[src/rtl/renesas_cfg_seq.sv]
`default_nettype none
// ============================================================================
//  Module   : renesas_cfg_seq
//  Brief    : Walks a register table from ROM and issues each entry as a
//             three-byte I2C-style write (device, register, data) through a
//             byte master, with per-entry NACK retry and sticky error.
//             Build option CFG_SEQ_EOT_EN: treat 16'hFFFF entries as end-of-table.
//  Revision : 1.0  initial release
// ============================================================================
module renesas_cfg_seq #(
    parameter int DEVICE_ID   = 8'hB0,
    parameter int NUM_ENTRIES = 256,
    parameter int MAX_RETRY   = 3
) (
    input  logic        clk,
    input  logic        rst,
    input  logic        start,
    output logic [9:0]  rom_addr,
    input  logic [15:0] rom_data,
    output logic        m_valid,
    input  logic        m_ready,
    output logic        m_start,
    output logic        m_stop,
    output logic [7:0]  m_byte,
    input  logic        m_resp_valid,
    input  logic        m_nack,
    output logic        busy,
    output logic        done,
    output logic        error,
    output logic [9:0]  err_index
);

    localparam logic [7:0] c_dev_byte  = 8'(DEVICE_ID);
    localparam logic [9:0] c_last_idx  = 10'(NUM_ENTRIES - 1);
    localparam logic [3:0] c_max_retry = 4'(MAX_RETRY);

    localparam logic [1:0] c_ph_dev  = 2'd0;
    localparam logic [1:0] c_ph_reg  = 2'd1;
    localparam logic [1:0] c_ph_data = 2'd2;

    typedef enum logic [3:0] {
        IDLE      = 4'd0,
        FETCH     = 4'd1,
        WAIT_ROM  = 4'd2,
        SEND_DEV  = 4'd3,
        SEND_REG  = 4'd4,
        SEND_DATA = 4'd5,
        WAIT_RESP = 4'd6,
        NEXT      = 4'd7,
        DONE      = 4'd8,
        ERR       = 4'd9
    } state_t;

    state_t     r_state;
    logic [9:0] r_idx;
    logic [3:0] r_retry_cnt;
    logic [1:0] r_phase;
    logic [7:0] r_reg_addr;
    logic [7:0] r_wr_data;
    logic [9:0] r_rom_addr;
    logic       r_m_valid;
    logic       r_m_start;
    logic       r_m_stop;
    logic [7:0] r_m_byte;
    logic       r_busy;
    logic       r_done;
    logic       r_error;
    logic [9:0] r_err_index;
    logic       w_eot;

`ifdef CFG_SEQ_EOT_EN
    assign w_eot = (rom_data == 16'hFFFF);
`else
    assign w_eot = 1'b0;
`endif

    always_ff @(posedge clk) begin
        if (rst) begin
            r_state     <= IDLE;
            r_idx       <= 10'd0;
            r_retry_cnt <= 4'd0;
            r_phase     <= c_ph_dev;
            r_reg_addr  <= 8'd0;
            r_wr_data   <= 8'd0;
            r_rom_addr  <= 10'd0;
            r_m_valid   <= 1'b0;
            r_m_start   <= 1'b0;
            r_m_stop    <= 1'b0;
            r_m_byte    <= 8'd0;
            r_busy      <= 1'b0;
            r_done      <= 1'b0;
            r_error     <= 1'b0;
            r_err_index <= 10'd0;
        end else begin
            r_done <= 1'b0;
            case (r_state)
                IDLE: begin
                    if (start) begin
                        r_rom_addr <= r_idx;
                        r_busy     <= 1'b1;
                        r_state    <= FETCH;
                    end
                end

                FETCH: begin
                    r_state <= WAIT_ROM;
                end

                // ROM output for r_rom_addr is valid during this cycle
                WAIT_ROM: begin
                    r_reg_addr <= rom_data[15:8];
                    r_wr_data  <= rom_data[7:0];
                    if (w_eot) begin
                        r_done  <= 1'b1;
                        r_state <= DONE;
                    end else begin
                        r_m_valid <= 1'b1;
                        r_m_start <= 1'b1;
                        r_m_stop  <= 1'b0;
                        r_m_byte  <= c_dev_byte;
                        r_phase   <= c_ph_dev;
                        r_state   <= SEND_DEV;
                    end
                end

                SEND_DEV, SEND_REG, SEND_DATA: begin
                    if (r_m_valid && m_ready) begin
                        r_m_valid <= 1'b0;
                        r_m_start <= 1'b0;
                        r_m_stop  <= 1'b0;
                        r_state   <= WAIT_RESP;
                    end
                end

                WAIT_RESP: begin
                    if (m_resp_valid) begin
                        if (m_nack) begin
                            if (r_retry_cnt < c_max_retry) begin
                                r_retry_cnt <= r_retry_cnt + 4'd1;
                                r_m_valid   <= 1'b1;
                                r_m_start   <= 1'b1;
                                r_m_stop    <= 1'b0;
                                r_m_byte    <= c_dev_byte;
                                r_phase     <= c_ph_dev;
                                r_state     <= SEND_DEV;
                            end else begin
                                r_error     <= 1'b1;
                                r_err_index <= r_idx;
                                r_busy      <= 1'b0;
                                r_state     <= ERR;
                            end
                        end else begin
                            case (r_phase)
                                c_ph_dev: begin
                                    r_m_valid <= 1'b1;
                                    r_m_byte  <= r_reg_addr;
                                    r_phase   <= c_ph_reg;
                                    r_state   <= SEND_REG;
                                end
                                c_ph_reg: begin
                                    r_m_valid <= 1'b1;
                                    r_m_stop  <= 1'b1;
                                    r_m_byte  <= r_wr_data;
                                    r_phase   <= c_ph_data;
                                    r_state   <= SEND_DATA;
                                end
                                default: begin
                                    r_state <= NEXT;
                                end
                            endcase
                        end
                    end
                end

                NEXT: begin
                    r_retry_cnt <= 4'd0;
                    if (r_idx == c_last_idx) begin
                        r_done  <= 1'b1;
                        r_state <= DONE;
                    end else begin
                        r_idx      <= r_idx + 10'd1;
                        r_rom_addr <= r_idx + 10'd1;
                        r_state    <= FETCH;
                    end
                end

                DONE: begin
                    r_idx   <= 10'd0;
                    r_busy  <= 1'b0;
                    r_state <= IDLE;
                end

                // Only rst leaves ERR; start is deliberately not decoded here
                ERR: begin
                    r_state <= ERR;
                end

                default: begin
                    r_busy  <= 1'b0;
                    r_state <= IDLE;
                end
            endcase
        end
    end

    assign rom_addr  = r_rom_addr;
    assign m_valid   = r_m_valid;
    assign m_start   = r_m_start;
    assign m_stop    = r_m_stop;
    assign m_byte    = r_m_byte;
    assign busy      = r_busy;
    assign done      = r_done;
    assign error     = r_error;
    assign err_index = r_err_index;

endmodule
`default_nettype wire
[config.mk]
export PLATFORM = sky130hd
export DESIGN_NAME = renesas_cfg_seq
export DESIGN_NICKNAME = d
export VERILOG_FILES = /design/src/rtl/renesas_cfg_seq.sv
export SDC_FILE = /design/constraint.sdc
export NUM_CORES = 1
export LEC_CHECK = 0
export ABC_AREA = 0
export CAP_MARGIN = 30
export CELL_PAD_IN_SITES_DETAIL_PLACEMENT = 0
export CELL_PAD_IN_SITES_GLOBAL_PLACEMENT = 2
export CORE_MARGIN = 1
export CORE_UTILIZATION = 34
export DETAILED_ROUTE_END_ITERATION = 16
export HOLD_SLACK_MARGIN = 0.03
export PLACE_DENSITY_LB_ADDON = 0.1
export REMOVE_ABC_BUFFERS = 1
export SLEW_MARGIN = 10
export SYNTH_ARGS = -nofsm -noshare
export SYNTH_HDL_FRONTEND = slang
export SYNTH_SLANG_ARGS = --single-unit
[constraint.sdc]
create_clock -name clk -period 3.8 [get_ports clk]
set_input_delay 0.76 -clock clk [delete_from_list [all_inputs] [get_ports clk]]
set_output_delay 0.76 -clock clk [all_outputs]
set_load 0.1 [all_outputs]
==> impl_metrics.json, run 1 <==
{
  "status": "complete, no violations",
  "grt_pass1_wl_mm": 14.24,
  "p_comb_share_pct": 33.6,
  "cts_hold_buffers": 0,
  "syn2layout_area_growth_pct": 23.98,
  "htree_levels": 3,
  "r2r_cells": 4,
  "slowest_delay_ns": 1.15,
  "clockBufferDepth": 2,
  "cp.required_ns": 3.04,
  "yosysSeqAreaShare_pct": 42.83,
  "syn_avg_cell_area_um2": 8.588,
  "dp.cells": 537,
  "hp-class": "flip-flop to flip-flop",
  "fmax_ghz": 0.3777,
  "drtIter0Drc": 147,
  "dieArea_um2": 10020,
  "p_int_mw": 1.397,
  "core_region_area_um2": 9284,
  "final-seq-area_um2": 1401,
  "startpoint_type": "flip-flop",
  "num-fill-cells": 977,
  "synth_ff_type": "dfxtp_1",
  "holdCritStartpoint": "r_reg_addr[3]",
  "antenna_found_initial": 0,
  "cts_resized": 0,
  "crit_path_end_kind": "output pin",
  "netSwitchingPower_uw": 903.4,
  "period_needed_ns": 2.647,
  "synth_common_cells": "dfxtp_1, nand2_1, a21oi_1",
  "worstPathMaxFanout": 5,
  "max_cap_violations": 0,
  "path_buf_inv": 1,
  "cts_buffers": 9,
  "critPathSlowestCell": "clkdlybuf4s50_1",
  "p_leak_nw": 1.381,
  "yosysTopAreaCell": "dfxtp_1",
  "rsz0062_at_grt": "false",
  "synth_area_um2": 3272,
  "cts_post_setup_buffers_inserted": 0,
  "fin_cells": 552,
  "worstPathArrival_ns": 1.89,
  "synth_cells": 381,
  "gp_congestion": 0.7846,
  "tns_ns": 0,
  "worstReg2RegStart": "r_state[2]",
  "clk_latency_ns": 0.34,
  "crit_path_cell_trace": "clkdlybuf4s50_1",
  "grt_max_degree": 59,
  "synth_edf_count": 0,
  "clock_sinks": 70,
  "seqPwrFrac_pct": 39.0,
  "multi_input_area_um2": 1688,
  "drcViolationCount": 0,
  "firstDrtPassIters": 4,
  "ios": 56,
  "synth_top_area_share_pct": 42.83,
  "relSlewSlack_pct": 33.25,
  "drive_above_1_share_pct": 7.801,
  "ant_nets": 0,
  "rr_endpoint": "r_state[0]",
  "num_antenna_cells": 0,
  "whs_endpoint": "r_reg_addr[3]",
  "hold_viol": 0,
  "yosysMostFrequentCell": "dfxtp_1",
  "worst_pin_slew_ns": 0.9981,
  "fin_crit_sh_pct": 69.67,
  "cts.clk_slew.worst_paths_ns": 0.08,
  "ys_top_cells_by_area": "dfxtp_1, a21oi_1, mux2i_1",
  "finClkSkew_ns": 0.009282,
  "synth_seq_cells": 70,
  "io_buffers": 55,
  "dp.final_hpwl_mm": 5.612,
  "crit_family": "buffers and inverters",
  "rows": 35,
  "grt_use_total_pct": 18.16,
  "wl_per_cell_um": 15.31,
  "synthDistinctLibCells": 63,
  "viasPerCell": 5.167,
  "async_flop_share_pct": 0,
  "cts_tree": "built",
  "grt-ovfl-total": 0,
  "die_x_um": 100.1,
  "r2r_slack_ns": 1.52,
  "grt_pass1_vias": 2821,
  "swShare_pct": 39.27,
  "routed_wl_mm": 8.452,
  "crit_type": "flip-flop to output pin",
  "ys.warnings.count": 0,
  "vias": 2852,
  "initial_utilization_pct": 35.24,
  "powerDensity_nw_per_um2": 567.1,
  "setup_viol": 0,
  "p_total_mw": 2.301,
  "drv_slew": 0,
  "fin_nets": 443,
  "hold_depth": 2,
  "die_h_um": 100.1,
  "cts-root-buf": "clkbuf_8",
  "pwr-share-clk_pct": 27.5,
  "ir_worst_vdd_mv": 0.2402,
  "fin_util_pct": 43.69
}
==> cell type report <==
| class | instances | share of cell area (%) |
|---|---|---|
| sequential | 70 | 34.55 |
| clock buffer | 12 | 4.072 |
| timing repair buffer | 59 | 14.19 |
| multi-input combinational | 273 | 41.61 |
| tap | 129 | 3.979 |
| inverter | 6 | 0.5552 |
| clock inverter | 3 | 1.049 |
==> cells by family after synthesis <==
family,share of synthesized area (%)
AND/OR/NAND/NOR,23.02
flip-flops,42.83
multiplexers,5.507
XOR/XNOR,2.142
buffers and inverters,5.583
adder cells (fa/ha/maj),0.7647
AO/OA/AOI/OAI,20.15
==> cell usage in the layout, fill, tap and decap left out, types with 3 or more instances in the layout <==
| master | netlist | routed |
|---|---|---|
| clkbuf_8 | 0 | 12 |
| nor3_1 | 14 | 14 |
| and3_1 | 4 | 4 |
| xnor2_1 | 7 | 7 |
| nand2b_1 | 3 | 3 |
| o31ai_1 | 9 | 9 |
| or4_1 | 3 | 3 |
| a21o_1 | 3 | 3 |
| dfxtp_1 | 70 | 70 |
| nand3b_1 | 3 | 3 |
| nand2_1 | 48 | 48 |
| a21oi_1 | 43 | 43 |
| or3_1 | 8 | 8 |
| o21a_1 | 5 | 5 |
| mux2i_1 | 18 | 18 |
| nor2_1 | 23 | 23 |
| nand3_1 | 14 | 14 |
| buf_4 | 4 | 4 |
| nor3b_1 | 3 | 3 |
| clkdlybuf4s50_1 | 0 | 54 |
| nand4_1 | 4 | 4 |
| inv_1 | 6 | 6 |
| o21ai_0 | 7 | 7 |
| a31oi_1 | 7 | 7 |
==> how the worst max path moves through the flow <==
stage / startpoint / end / cells after the start
2_1_floorplan: r_idx[0] / rom_addr[2] / 5
3_3_place_gp: m_nack / m_byte[0] / 5
3_5_place_dp: m_nack / m_byte[3] / 5
4_1_cts: m_valid / m_valid / 1
5_1_grt: m_nack / m_byte[1] / 5
6_report: m_valid / m_valid / 1
==> tightest hold or removal path: cells and delay by family, from the launching register on <==
family,cells,cell delay (ns)
flops,1,0.31
simple gates,1,0.05
compound gates,1,0.05
==> routing by layer <==
metal  wire (um)  share of wire [%]  vias to the layer above  global-route usage [%]
li1            -                  -                     1456                       -
met1        4394                 52                     1312                   26.09
met2        3512                 42                       73                   26.74
met3         423                5.0                       11                   4.039
met4         122                1.4                        0                   6.243
met5           0                  0                        -                       0
==> power groups by stage <==
stage / Combinational (mW) / Sequential [mW] / Clock (mW)
5_1_grt: 0.833 / 0.911 / 0.678
3_5_place_dp: 0.773 / 0.914 / 0
6_report: 0.772 / 0.896 / 0.632
2_1_floorplan: 0.272 / 1.20 / 0
3_3_place_gp: 0.775 / 0.913 / 0
4_1_cts: 0.776 / 0.897 / 0.654
==> metrics by stage <==
| stage | area (um2) | setup WS [ns] | hold slack (ns) |
|---|---|---|---|
| after floorplan | 3112 | 1.572 | 0.4296 |
| after global placement | 3849 | 0.9830 | 0.4444 |
| after detailed placement | 3849 | 0.8926 | 0.4486 |
| after CTS | 4056 | 1.126 | 0.4596 |
| after global routing | 4056 | 1.047 | 0.4813 |
| final | 4056 | 1.153 | 0.4542 |
==> flip-flops by register name, indices dropped and copies added, names as in the netlist <==
signal       cells
r_idx           10
r_wr_data        8
m_byte           8
error            1
err_index       10
done             1
m_stop           1
r_state          4
r_retry_cnt      4
r_phase          2
r_reg_addr       8
m_valid          1
m_start          1
busy             1
rom_addr        10
Power figures use the tool's default switching activity.
==> run 2: changes to the inputs <==
Settings changed: CORE_UTILIZATION 34 to 31.
Clock period 3.8 ns to 2.5 ns, I/O delays scaled along.
==> run 2 against run 1 <==
Clock skew is 0.0042 ns higher. Non-clock buffer count is 19 higher. Wire length is 7.1% higher. Design area is 2.6% higher. Core utilization is 3.2 points lower. Clock power is 63% higher. Critical path depth is 5 higher. Flip-flop and latch count stayed put. Worst setup slack worse by 0.74 ns. Cell count is 4.7% higher. Critical endpoint is now rom_addr[1]. Largest power group unchanged.
==> impl_metrics.json, run 2 (synthesized netlist as in run 1, its figures left out) <==
{
  "slowest_delay_ns": 0.69,
  "status": "complete, no violations",
  "cts-root-buf": "clkbuf_8",
  "gp_congestion": 0.7432,
  "tns_ns": 0,
  "crit_path_cell_trace": "ha_1, nand4_1, o31ai_1, buf_4, nor2_1, nor4_1",
  "hold_depth": 2,
  "cts_resized": 0,
  "p_comb_share_pct": 34.8,
  "firstDrtPassIters": 4,
  "clock_sinks": 70,
  "routed_wl_mm": 9.055,
  "drive_above_1_share_pct": 19.46,
  "cp.depth": 6,
  "startpoint_type": "flip-flop",
  "finClkSkew_ns": 0.01345,
  "gr-usage-met1_pct": 25.11,
  "syn2layout_area_growth_pct": 27.15,
  "netSwitchingPower_mw": 1.403,
  "drtIter0Drc": 113,
  "cp.required_ns": 2.75,
  "fin_cells": 578,
  "critPathSlowestCell": "o31ai_1",
  "p_leak_nw": 1.560,
  "vias": 2952,
  "grt_max_degree": 59,
  "num_antenna_cells": 0,
  "worstPathMaxFanout": 9,
  "initial_utilization_pct": 31.84,
  "worst_pin_slew_ns": 0.7193,
  "swShare_pct": 38.98,
  "cts_post_setup_buffers_inserted": 0,
  "ir_worst_vdd_mv": 0.3355,
  "clk_latency_ns": 0.34,
  "grt_pass1_vias": 2823,
  "die_x_um": 104.7,
  "pwr-share-clk_pct": 28.5,
  "crit_path_end_kind": "flip-flop",
  "p_total_mw": 3.599,
  "io_buffers": 55,
  "hp-class": "flip-flop to flip-flop",
  "met3_usage_pct": 3.182,
  "core_region_area_um2": 10280,
  "wl_per_cell_um": 15.67,
  "htree_levels": 3,
  "cts_buffers": 9,
  "multi_input_area_um2": 1688,
  "crit_type": "flip-flop to flip-flop",
  "grt-ovfl-total": 0,
  "drcViolationCount": 0,
  "crit_family": "compound AO/OA/AOI/OAI gates",
  "rows": 37,
  "period_needed_ns": 2.090,
  "max_cap_violations": 0,
  "dieArea_um2": 10970,
  "cts.clk_slew.worst_paths_ns": 0.07,
  "cts_hold_buffers": 0,
  "r2r_slack_ns": 0.41,
  "fin_util_pct": 40.48,
  "rsz0062_at_grt": "false",
  "busiest_layer": "met1",
  "use_met2_pct": 24.79,
  "path_buf_inv": 1,
  "ant_nets": 0,
  "final_cell_mix": "dfxtp_1, buf_4, nand2_1, a21oi_1, nor2_1",
  "whs_ns": 0.4576,
  "p_int_mw": 2.196,
  "cts_tree": "built",
  "fin_crit_sh_pct": 83.59,
  "powerDensity_nw_per_um2": 865.2,
  "clockBufferDepth": 2,
  "fin_nets": 462,
  "drv_slew": 0,
  "grt_pass1_wl_mm": 14.90,
  "ios": 56,
  "grt_use_total_pct": 17.07,
  "final-seq-area_um2": 1401,
  "num-fill-cells": 1093,
  "fmax_ghz": 0.4786,
  "viasPerCell": 5.107,
  "r2r_cells": 6,
  "relSlewSlack_pct": 52.05,
  "die_h_um": 104.7,
  "seqPwrFrac_pct": 36.7,
  "antenna_found_initial": 0,
  "dp.final_hpwl_mm": 6.187,
  "dp.cells": 563,
  "hold_viol": 0,
  "setup_viol": 0,
  "worstPathArrival_ns": 2.34,
  "layout_commonest_cell": "dfxtp_1"
}
==> run 2: final cells by class <==
class,count,share of cell area (%)
Clock inverter,5,1.985
Clock buffer,10,3.308
Inverter,6,0.5414
Sequential cell,70,33.68
Timing Repair Buffer,78,15.82
Tap cell,136,4.090
Multi-Input combinational cell,273,40.57
==> run 2: final timing paths <==
kind	startpoint	endpoint
hold / removal	r_reg_addr[4]	r_reg_addr[4]
hold reg to reg	r_reg_addr[4]	r_reg_addr[4]
setup / recovery	r_idx[0]	rom_addr[1]
setup reg to reg	r_idx[0]	rom_addr[1]
==> run 2: power by group through the flow <==
stage               logic, mW  registers [mW]  clock network [mW]
detailed placement       1.26            1.34                   0
finish                   1.25            1.32                1.03
global placement         1.27            1.34                   0
floorplan               0.414            1.82                   0
CTS                      1.27            1.32                1.07
global route             1.35            1.33                1.11
==> run 2: stage by stage <==
| step | area (um2) | setup WS, ns |
|---|---|---|
| final | 4160 | 0.4104 |
| after global routing | 4160 | 0.2781 |
| after CTS | 4160 | 0.4182 |
| after detailed placement | 3940 | 0.2154 |
| after global placement | 3940 | 0.2093 |
| after floorplan | 3112 | 0.2717 |
==> run 2: tightest hold or removal path: stages, from the launching register on <==
cell     delay [ns]
dfxtp_1        0.31
nand2_1        0.05
a21oi_1        0.05
==> run 2: metal layers <==
layer	wire, um	vias to the layer above
li1	-	1485
met1	4663	1410
met2	4020	51
met3	293	6
met4	77	0
met5	0	-
